<file path="src/rtl/mem_arbiter.sv">
// Shared-memory arbiter between instruction fetch and data access ports.
// One transfer at a time, alternating priority under contention, with a timeout abort.
module mem_arbiter #(
  parameter int TIMEOUT = 16
) (
  input  logic        clk,
  input  logic        rst,
  input  logic        if_req,
  input  logic [31:0] if_addr,
  output logic [31:0] if_rdata,
  output logic        if_ready,
  input  logic        d_req,
  input  logic        d_we,
  input  logic [31:0] d_addr,
  input  logic [31:0] d_wdata,
  output logic [31:0] d_rdata,
  output logic        d_ready,
  output logic        bus_req,
  output logic        bus_we,
  output logic [31:0] bus_addr,
  output logic [31:0] bus_wdata,
  input  logic        bus_ack,
  input  logic [31:0] bus_rdata,
  output logic        bus_err,
  output logic        stall_if,
  output logic        stall_mem
);

  typedef enum logic [1:0] {IDLE, BUS_IF, BUS_D} state_t;

  localparam logic [7:0] LIMIT = 8'(TIMEOUT - 1);

  state_t      state;
  logic [7:0]  count;
  logic        last_d;
  logic        busy;
  logic        timeout_hit;
  logic        finish;
  logic        grant_d;
  logic [31:0] resp;

  assign busy        = (state != IDLE);
  // An ack in the final allowed cycle wins over the abort.
  assign timeout_hit = busy & ~bus_ack & (count == LIMIT);
  assign finish      = busy & (bus_ack | timeout_hit);
  assign grant_d     = d_req & (~if_req | ~last_d);
  assign resp        = bus_ack ? bus_rdata : 32'h0;

  assign if_ready  = (state == BUS_IF) & finish;
  assign d_ready   = (state == BUS_D) & finish;
  assign if_rdata  = if_ready ? resp : 32'h0;
  assign d_rdata   = d_ready ? resp : 32'h0;
  assign bus_err   = timeout_hit;
  assign stall_if  = if_req & ~if_ready;
  assign stall_mem = d_req & ~d_ready;

  always_ff @(posedge clk or posedge rst) begin
    if (rst) begin
      state     <= IDLE;
      count     <= 8'h0;
      last_d    <= 1'b0;
      bus_req   <= 1'b0;
      bus_we    <= 1'b0;
      bus_addr  <= 32'h0;
      bus_wdata <= 32'h0;
    end else begin
      case (state)
        IDLE: begin
          count <= 8'h0;
          if (grant_d) begin
            state     <= BUS_D;
            bus_req   <= 1'b1;
            bus_we    <= d_we;
            bus_addr  <= d_addr;
            bus_wdata <= d_wdata;
            last_d    <= 1'b1;
          end else if (if_req) begin
            state    <= BUS_IF;
            bus_req  <= 1'b1;
            bus_we   <= 1'b0;
            bus_addr <= if_addr;
            last_d   <= 1'b0;
          end
        end
        BUS_IF, BUS_D: begin
          if (finish) begin
            state   <= IDLE;
            bus_req <= 1'b0;
          end else begin
            count <= count + 8'h1;
          end
        end
        default: begin
          state   <= IDLE;
          bus_req <= 1'b0;
        end
      endcase
    end
  end

endmodule
</file>
<file path="config.mk">
export PLATFORM = sky130hd
export DESIGN_NAME = mem_arbiter
export DESIGN_NICKNAME = d
export VERILOG_FILES = /design/src/rtl/mem_arbiter.sv
export SDC_FILE = /design/constraint.sdc
export NUM_CORES = 1
export LEC_CHECK = 0
export ABC_AREA = 1
export ABC_CLOCK_PERIOD_IN_PS = 3700
export CORE_MARGIN = 1.5
export CORE_UTILIZATION = 35
export DETAILED_ROUTE_END_ITERATION = 10
export PLACE_DENSITY = 0.74
export SLEW_MARGIN = 0
export SYNTH_ARGS = -nofsm -noshare
export SYNTH_HDL_FRONTEND = slang
export SYNTH_SLANG_ARGS = --single-unit
</file>
<file path="constraint.sdc">
create_clock -name clk -period 3.7 [get_ports clk]
set_input_delay 0.74 -clock clk [delete_from_list [all_inputs] [get_ports clk]]
set_output_delay 0.74 -clock clk [all_outputs]
set_load 0.01 [all_outputs]
</file>
==> results.md <==
* First drt pass iteration count at 4
* # IOs at 269
* Final instance area at about 7300 um2
* Crit-path cells: inv_1, ha_1, inv_2, nand2_1, nor2_2, nand3_4, a21boi_4, buf_12, nand2_1, inv_1, clkdlybuf4s50_1
* RSZ-0062 raised after global routing: false
* Drt total wl at 12700 um
* Lkg Pwr at 3.89 nW
* Initial cell density of the core at 35.7%
* Post-layout minimum cycle time at about 3.4 ns
* Clock-pin slew on the worst setup and hold paths at about 0.060 ns
* Die H at 113 um
* Share of layout cells above drive strength 1 at under 10%
* Slew headroom at roughly 58%
* Hold_sp: bus_wdata[22]
* Fill cells at 1101
* CP Capture Type: output pin
* Clock buffer depth at 2
* Clock latency on the worst-skew pair at 0.33 ns
* Stages on worst setup path at 11
* Routability cong. at 0.796
* Worst Tran Pin Value at between 0.6 and 0.7 ns
* Worst r2r path cells at 8
* FP Rows at 40
* Sequential share of the synthesized area at between 40% and 50%
* Worst Skew at 0.00787 ns
* CTS hold repair buffers at 0
* Root Buffer: clkbuf_16
* Reg2reg setup slack at between 1.5 and 2 ns
* Layout Area Growth over Synthesis at 72.2%
* Yosys cell types at 25
* Worst path slowest cell: clkdlybuf4s50_1
* Clock buffer count from CTS at 9
* Max Clk Rate at just under 300 MHz
* Synth Instances at 620
* Antenna violations before repair at 0
* CTS tree: yes
* Avg Inst Size Synth at 6.86 um2
* Critical Setup Path Class: reg -> out
* Commonest non-fill, non-tap cell in the layout: nand2_1
* Worst Path Arrival at 2.63 ns
* Peak fanout along the critical path at 34
* Final net count at 1016
* Starting DRC count in detailed routing at 215
* CP top delay family: buffers and inverters
* Mapped cell area at between 4000 and 5000 um2
* Reg-to-Reg End: count[6]
* Wire length of the first global-routing pass at 20300 um
* Buf+Inv Stages, Crit Path at 5
* Final Hold Viols at 0
* Placed inst area at 7050 um2
* Most frequent cells in the layout: nand2_1, clkdlybuf4s50_1, inv_1
* Number of global-route vias before repair at 4203
* Outcome: finished clean
* Post-Syn Nets at 758
* ANT cells at 0
* DP HPWL at 9780 um
* Largest net degree at the start of global routing at 67
* Max capacitance violation total at 0
* Reg-to-Reg Start: state[0]
* Peak VDD IR at 0.327 mV
* Total GRT Usage at 20.0%
* CP Launch Type: flop
* Die ar. at approximately 13000 um2
* Wirelength per Cell at 12.3 um
* CP Data Required Time at 2.96 ns
* Clock sink count at 77
* Worst Setup EP: if_rdata[18]
* Setup TNS Final at 0 ns
* Critical path's largest stage delay at 0.52 ns
* IO Port Bufs at ~270
* Total congestion overflow at 0
* Hold Crit Class: reg -> reg
* Die X at 113 um
* Slew Limit Fails at 0
* Via count at roughly 4500
* H-tree depth at 3
* DRC viols at 0
* Post-CTS resize count at 0
* Number of routed nets with antenna violations at 0
* Fin crit share at about nine tenths
* Power per standard cell area at 595 nW/um2
* Crit path launch: state[0]
* Core outline area at ~12000 um2
* Count of final setup violators at 0
* Synth Register Bits at 77
* Post-CTS Setup Inserts at 0
* Vias per cell at 4.39
* Yosys warns at 0
==> how the worst min path moves through the flow <==
| stage | endpoint | slack, ns | depth (start not counted) |
|---|---|---|---|
| final | bus_wdata[22] | 0.47 | 2 |
| after global placement | bus_wdata[19] | 0.45 | 2 |
| after CTS | bus_wdata[27] | 0.47 | 2 |
| after detailed placement | bus_wdata[27] | 0.46 | 2 |
| after floorplan | state[1] | 0.47 | 2 |
| after global routing | bus_wdata[27] | 0.49 | 2 |
==> state kept, by name, summed over array words and instances (netlist names) <==
name and cells:
bus_addr 32, bus_req 1, bus_wdata 32, bus_we 1
count 8, last_d 1, state 2
==> report_power, final <==
group	total, mW	internal [mW]	switching (mW)
Combinational	2.10	1.07	1.03
Sequential	1.44	1.23	0.210
Clock	0.822	0.487	0.334
==> cell usage after synthesis <==
master    count  area [um2]
nor2_1       43         161
a31oi_1      32         200
o21bai_1      1        7.51
nand4_1       2        12.5
nand2_1     290        1090
xnor2_1       1        8.76
nand3_4       1        17.5
a21boi_4      2        37.5
dfrtp_1      77        1930
nor3_1        1        5.00
nand3_1       9        45.0
inv_2         3        11.3
buf_6         6        67.6
nand2_2       1        6.26
ha_1          4        50.1
o21ai_0       8        40.0
nor2_2        1        6.26
nor2_4        2        22.5
inv_1       109         409
buf_2        13        65.1
buf_1         1        3.75
clkbuf_1     10        37.5
a21oi_2       1        8.76
nand3b_1      1        7.51
xor2_1        1        8.76
==> logic make-up (layout without fill, tap and decap cells) <==
family	count (synthesis)	after routing	synth area share, %
AND/OR/NAND/NOR	351	351	32.3
buffers and inverters	142	405	14.0
flip-flops	77	77	45.3
AO/OA/AOI/OAI	44	44	6.91
adder cells (fa/ha/maj)	4	4	1.18
XOR/XNOR	2	2	0.412
==> tightest hold or removal path: cells and delay by family (launching register included) <==
kind	cells	cell delay [ns]
and+or+nand+nor	2	0.10
DFF	1	0.33
==> metrics by stage <==
stage / total power [mW] / setup WS (ns) / hold slack, ns / instances / utilization [%]
final: 4.36 / 0.329 / 0.467 / 1030 / 61.5
after global routing: 4.68 / 0.172 / 0.487 / 1030 / 61.5
after CTS: 4.41 / 0.312 / 0.472 / 1030 / 61.5
after detailed placement: 3.57 / 0.417 / 0.457 / 1014 / 59.2
after global placement: 3.55 / 0.441 / 0.453 / 1014 / 59.2
after floorplan: 2.43 / 0.993 / 0.467 / 620 / -
==> cell type report <==
class	count	area, um2	area share (%)
tap	147	184	2.51
inverter	112	420	5.74
sequential	77	1930	26.3
clock inverter	4	22.5	0.307
clock buffer	12	256	3.50
multi-input combinational	401	1740	23.8
timing repair buffer	277	2780	37.9
==> per-layer routing <==
metal  vias to the layer above  GRT usage (%)  part of all wire, %
met4                         0           8.92                  3.1
met1                      1970           22.5                   39
met3                        26           6.53                  9.3
li1                       2339              -                    -
met5                         -              0                    0
met2                       187           34.5                   48
(Power assumes the default switching activity.)
